File: src/rtl/uart_tx_ctrl_if.sv
// uart_tx_ctrl_if: host bus strobes plus transmitter load/busy handshake
interface uart_tx_ctrl_if;
  logic [1:0] bus_addr;
  logic [7:0] bus_wdata;
  logic       bus_wr;
  logic       bus_rd;
  logic [7:0] bus_rdata;
  logic       irq;
  logic [7:0] tx_data;
  logic       tx_latch;
  logic       tx_busy;
  modport master (
    output bus_addr, bus_wdata, bus_wr, bus_rd, tx_busy,
    input  bus_rdata, irq, tx_data, tx_latch
  );
  modport slave (
    input  bus_addr, bus_wdata, bus_wr, bus_rd, tx_busy,
    output bus_rdata, irq, tx_data, tx_latch
  );
endinterface

File: src/rtl/uart_tx_ctrl.sv
// uart_tx_ctrl: bus-fed byte FIFO that sequences frames into the UART transmitter
module uart_tx_ctrl #(
  parameter int DEPTH = 8
) (
  input logic           clk,
  input logic           rst,
  uart_tx_ctrl_if.slave bus
);
  localparam int PW = (DEPTH > 1) ? $clog2(DEPTH) : 1;
  localparam int CW = PW + 1;
  typedef enum logic [1:0] {IDLE, LOAD, WAIT_ACCEPT, WAIT_DONE} state_t;
  state_t        state, state_n;
  logic [7:0]    mem [DEPTH];
  logic [PW-1:0] wr_ptr, rd_ptr;
  logic [CW-1:0] count;
  logic [1:0]    wait_cnt, wait_cnt_n;
  logic          overflow, enable, irq_en;
  logic          full, empty, push, push_ok, load, flush, ctrl_wr, clr_wr;
  logic [7:0]    status, rd_val;
  assign full    = count == CW'(DEPTH);
  assign empty   = count == '0;
  assign push    = bus.bus_wr && bus.bus_addr == 2'd0;
  assign push_ok = push && !full;
  assign ctrl_wr = bus.bus_wr && bus.bus_addr == 2'd2;
  assign clr_wr  = bus.bus_wr && bus.bus_addr == 2'd3;
  assign flush   = ctrl_wr && bus.bus_wdata[7];
  assign status  = {4'(count), overflow, bus.tx_busy, full, empty};
  assign rd_val  = (bus.bus_addr == 2'd1) ? status :
                   (bus.bus_addr == 2'd2) ? {6'd0, irq_en, enable} : 8'd0;
  always_comb begin
    state_n    = state;
    wait_cnt_n = wait_cnt;
    load       = 1'b0;
    case (state)
      IDLE: begin
        load    = enable && !empty && !bus.tx_busy;
        state_n = load ? LOAD : IDLE;
      end
      LOAD: begin
        state_n    = WAIT_ACCEPT;
        wait_cnt_n = '0;
      end
      WAIT_ACCEPT: begin
        // a transmitter that never accepts must not wedge the queue
        state_n    = bus.tx_busy ? WAIT_DONE : (wait_cnt == 2'd3) ? IDLE : WAIT_ACCEPT;
        wait_cnt_n = wait_cnt + 2'd1;
      end
      WAIT_DONE: state_n = bus.tx_busy ? WAIT_DONE : IDLE;
      default:   state_n = IDLE;
    endcase
  end
  always_ff @(posedge clk)
    if (push_ok) mem[wr_ptr] <= bus.bus_wdata;
  always_ff @(posedge clk) begin
    if (rst) begin
      state         <= IDLE;
      wait_cnt      <= '0;
      wr_ptr        <= '0;
      rd_ptr        <= '0;
      count         <= '0;
      overflow      <= 1'b0;
      enable        <= 1'b1;
      irq_en        <= 1'b0;
      bus.bus_rdata <= 8'd0;
      bus.tx_data   <= 8'd0;
      bus.tx_latch  <= 1'b0;
      bus.irq       <= 1'b0;
    end else begin
      state        <= state_n;
      wait_cnt     <= wait_cnt_n;
      bus.tx_latch <= load;
      if (load) bus.tx_data <= mem[rd_ptr];
      // flush wins over any push/pop bookkeeping; a byte popped now still goes out
      if (flush) begin
        wr_ptr <= '0;
        rd_ptr <= '0;
        count  <= '0;
      end else begin
        if (push_ok) wr_ptr <= wr_ptr + PW'(1);
        if (load) rd_ptr <= rd_ptr + PW'(1);
        count <= count + CW'(push_ok) - CW'(load);
      end
      if (clr_wr) overflow <= 1'b0;
      else if (push && full) overflow <= 1'b1;
      if (ctrl_wr) begin
        enable <= bus.bus_wdata[0];
        irq_en <= bus.bus_wdata[1];
      end
      if (bus.bus_rd) bus.bus_rdata <= rd_val;
      bus.irq <= irq_en && empty && state == IDLE && !bus.tx_busy;
    end
  end
endmodule

File: src/flat_wrapper.sv
// flat-port wrapper written by rule: the top's interface ports become plain ports
module uart_tx_ctrl_flat 
#(
  parameter int DEPTH = 8
)
  (clk, rst, bus_bus_addr, bus_bus_wdata, bus_bus_wr, bus_bus_rd, bus_tx_busy, bus_bus_rdata, bus_irq, bus_tx_data, bus_tx_latch);
  uart_tx_ctrl_if bus_i ();
  input logic clk;
  input logic rst;
  input wire logic [$bits(bus_i.bus_addr)-1:0] bus_bus_addr;
  input wire logic [$bits(bus_i.bus_wdata)-1:0] bus_bus_wdata;
  input wire logic [$bits(bus_i.bus_wr)-1:0] bus_bus_wr;
  input wire logic [$bits(bus_i.bus_rd)-1:0] bus_bus_rd;
  input wire logic [$bits(bus_i.tx_busy)-1:0] bus_tx_busy;
  output wire logic [$bits(bus_i.bus_rdata)-1:0] bus_bus_rdata;
  output wire logic [$bits(bus_i.irq)-1:0] bus_irq;
  output wire logic [$bits(bus_i.tx_data)-1:0] bus_tx_data;
  output wire logic [$bits(bus_i.tx_latch)-1:0] bus_tx_latch;
  assign bus_i.bus_addr = bus_bus_addr;
  assign bus_i.bus_wdata = bus_bus_wdata;
  assign bus_i.bus_wr = bus_bus_wr;
  assign bus_i.bus_rd = bus_bus_rd;
  assign bus_i.tx_busy = bus_tx_busy;
  assign bus_bus_rdata = bus_i.bus_rdata;
  assign bus_irq = bus_i.irq;
  assign bus_tx_data = bus_i.tx_data;
  assign bus_tx_latch = bus_i.tx_latch;
  uart_tx_ctrl #(.DEPTH(DEPTH)) u_core (.clk(clk), .rst(rst), .bus(bus_i));
endmodule
File: config.mk
export PLATFORM = sky130hd
export DESIGN_NAME = uart_tx_ctrl_flat
export DESIGN_NICKNAME = d
export VERILOG_FILES = /design/src/rtl/uart_tx_ctrl_if.sv /design/src/rtl/uart_tx_ctrl.sv /design/src/flat_wrapper.sv
export SDC_FILE = /design/constraint.sdc
export NUM_CORES = 1
export LEC_CHECK = 0
export ABC_AREA = 1
export CAP_MARGIN = 10
export CORE_MARGIN = 4
export CORE_UTILIZATION = 55
export CTS_BUF_LIST = sky130_fd_sc_hd__clkbuf_16
export DETAILED_ROUTE_END_ITERATION = 8
export PLACE_DENSITY = 0.79
export SLEW_MARGIN = 10
export SYNTH_ARGS = -nofsm -noshare
export SYNTH_HDL_FRONTEND = slang
export SYNTH_SLANG_ARGS = --single-unit
export TNS_END_PERCENT = 30
File: constraint.sdc
create_clock -name clk -period 2.5 [get_ports clk]
set_clock_uncertainty 0.2 [all_clocks]
set_input_delay 0.5 -clock clk [delete_from_list [all_inputs] [get_ports clk]]
set_output_delay 0.5 -clock clk [all_outputs]
set_load 0.01 [all_outputs]
==> impl_metrics.ini <==
[run_status]
run_status = completed

[timing]
relSlewSlack_pct = 59.5
fmax_mhz = 427
finalSetupViolations = 0
worstMarginPinSlew_ns = 0.606
rsz0062_at_grt = no
finalWorstSetupSlack_ns = 0.161
min_period_over_period_pct = 93.6
slew_violations = 0
fin_crit_ns = 2.34
hold_viol_final = 0

[routing]
wl_per_cell_um = 15.2
vias = 3179
avgViaCountPerCell = 5.26
first_iter_violations = 226
dr.pass1.iters = 5
detail-route-antenna-nets = 0
drc = 0
wirelength_um = 9180

[setup_path]
cp-start-kind = register
r2r_start = u_core.count[2]
crit_start = u_core.count[2]
path_max_fanout = 3
endpoint_kind = register
required_ns = 2.52
arrival_ns = 2.36
critPathKind = reg2reg

[clocking]
clock_latency_ns = 0.34
cts_buffers = 9
clock_sinks = 99
post-cts-setup-buffers = 0
h-tree-depth = 3
clk_pin_slew_worst_paths_ns = 0.07
clockRootBuffer = clkbuf_16
clockBufferDepth = 2
cts_tree = built

[power]
vdd_drop_max_mv = 0.597
seqPwrFrac_pct = 42.3
internal_power_mw = 3.12
p_leak_nw = 2.17
switching_power_mw = 1.45
p_per_area_nw_per_um2 = 885
pwr-share-clk_pct = 30.4
finalPower_mw = 4.57
comb_power_share_pct = 27.3
swShare_pct = 31.7

[placement]
globalplace.congestion = 0.814
dp_hpwl_um = 6070
io_buffers = 32
dpl_worst_slack_ns = -0.132

[logic_synthesis]
syn_area_um2 = 4300
ys_warn_count = 0
ys_ff_latch = 99
syn-num-nets = 474
synth_cell_types = 30
syn-mean-instance-area_um2 = 9.66
synth_top_area_share_pct = 44.7
yosysSeqAreaShare_pct = 61.0
yosys.area.top_type = edfxtp_1
syn_inst = 445
netlist_top_cells_area = edfxtp_1 45%, dfxtp_1 16%, nand2_1 9.5%

[min_path]
min_path_type = reg2reg
min-delay-start = u_core.bus.tx_data[6]

[grt]
antenna_found_initial = 0
grt_usage_pct = 21.6
grt_max_degree = 35
gr-total-overflow = 0
grt_pass1_wl_um = 14900
grt_pass1_vias = 3020

[flow_run]
max-cap-violations = 0

[floorplan]
die_h_um = 96.4
die-area_um2 = 9290
num_rows = 31
start_util_pct = 58.0
die_x_um = 96.4
ioPinCount = 33
core_um2 = 7410

[cells_and_area]
antennaDiodeCount = 0
fin_nets = 529
drive_above_1_share_pct = 11.5
fill_cells = 555
syn_to_final_growth_pct = 20.1
through the flow:
step / std cells / utilization (%) / instance area, um2 / hold slack [ns] / setup TNS [ns]
after floorplan: 445 / - / 4300 / 0.236 / 0
after detailed placement: 588 / 65.6 / 4860 / 0.256 / -0.341
final: 604 / 69.7 / 5160 / 0.267 / 0
after CTS: 604 / 69.6 / 5160 / 0.267 / 0
after global routing: 604 / 69.7 / 5160 / 0.294 / 0
after global placement: 588 / 65.6 / 4860 / 0.253 / -0.213
path summary, 6_finish.rpt:
check        cells after the start               endpoint  slack [ns]
max                             11        u_core.count[2]        0.16
min                              2  u_core.bus.tx_data[6]        0.27
max reg2reg                     11        u_core.count[2]        0.16
min reg2reg                      2  u_core.bus.tx_data[6]        0.27
state kept, by name, summed over array words and instances, names as in the netlist, 2 cells and up:
| name | flops |
|---|---|
| u_core.mem | 64 |
| u_core.wait_cnt | 2 |
| u_core.count | 4 |
| u_core.state | 2 |
| u_core.bus.bus_rdata | 8 |
| u_core.wr_ptr | 3 |
| u_core.bus.tx_data | 8 |
| u_core.rd_ptr | 3 |
kinds of logic (layout without fill, tap and decap cells):
| kind of cell | Yosys count | count (layout) | share of synthesized area [%] |
|---|---|---|---|
| AOI/OAI and AO/OA | 47 | 47 | 6.03 |
| xor gates and xnor gates | 1 | 1 | 0.204 |
| adders and majority gates | 14 | 14 | 4.25 |
| DFF | 99 | 99 | 61.0 |
| buffers and inverters | 91 | 151 | 8.73 |
| and+or+nand+nor | 193 | 193 | 19.8 |
layer usage:
layer	up-vias	GRT usage (%)	routed length [um]
li1	1566	-	-
met1	1478	28.8	3750
met2	118	36.0	4660
met3	17	3.56	594
met4	0	7.71	167
met5	-	0	0
timing repair:
| action | 4_1_cts | 5_1_grt |
|---|---|---|
| setup endpoints to repair | 0 | 2 |
| hold buffers | 0 | 0 |
| resized for setup | 0 | 1 |
power by group through the flow:
stage / combinational [mW] / sequential, mW / clock, mW
final: 1.25 / 1.93 / 1.39
after CTS: 1.24 / 1.93 / 1.40
after floorplan: 0.831 / 1.97 / 0
after global routing: 1.41 / 1.95 / 1.48
after detailed placement: 1.21 / 1.97 / 0
after global placement: 1.16 / 1.96 / 0
final cells by class:
type	count	area [um2]	share of cell area, %
Sequential cell	99	2620	50.8
Timing Repair Buffer	59	523	10.1
Clock inverter	7	73.8	1.43
Multi-Input combinational cell	255	1310	25.3
Clock buffer	9	225	4.36
Inverter	76	288	5.58
Tap cell	99	124	2.40
worst max-delay path, cell delays in order (launching register included):
cell     delay [ns]
dfxtp_1        0.31
inv_1          0.10
ha_1           0.19
nand3_2        0.13
nand3_2        0.12
inv_4          0.04
ha_1           0.26
inv_1          0.04
ha_1           0.22
fa_1           0.39
xnor2_1        0.16
nor2_1         0.06
layout by cell type, fill, tap and decap left out, types with 2 or more instances in the layout:
| cell | n |
|---|---|
| o21ai_0 | 15 |
| clkbuf_16 | 9 |
| nor2_1 | 14 |
| nand2_2 | 2 |
| inv_2 | 3 |
| inv_6 | 2 |
| clkinv_1 | 3 |
| edfxtp_1 | 64 |
| inv_1 | 71 |
| nand3_1 | 56 |
| clkdlybuf4s50_1 | 32 |
| nand3_2 | 3 |
| a21oi_1 | 26 |
| dfxtp_1 | 35 |
| a31oi_1 | 2 |
| nand4_1 | 2 |
| nor3_2 | 3 |
| buf_4 | 27 |
| nand2_1 | 109 |
| or2_2 | 2 |
| ha_1 | 13 |
cell usage after synthesis (all sizes together):
cell type / count
a211oi: 1
a21oi: 27
a221oi: 1
a31oi: 2
buf: 12
clkbuf: 3
clkinv: 1
dfxtp: 35
edfxtp: 64
fa: 1
ha: 13
inv: 75
nand2: 111
nand3: 59
nand4: 2
nor2: 14
nor3: 3
nor4: 1
o21ai: 16
or2: 3
xnor2: 1
Power figures use the tool's default switching activity.
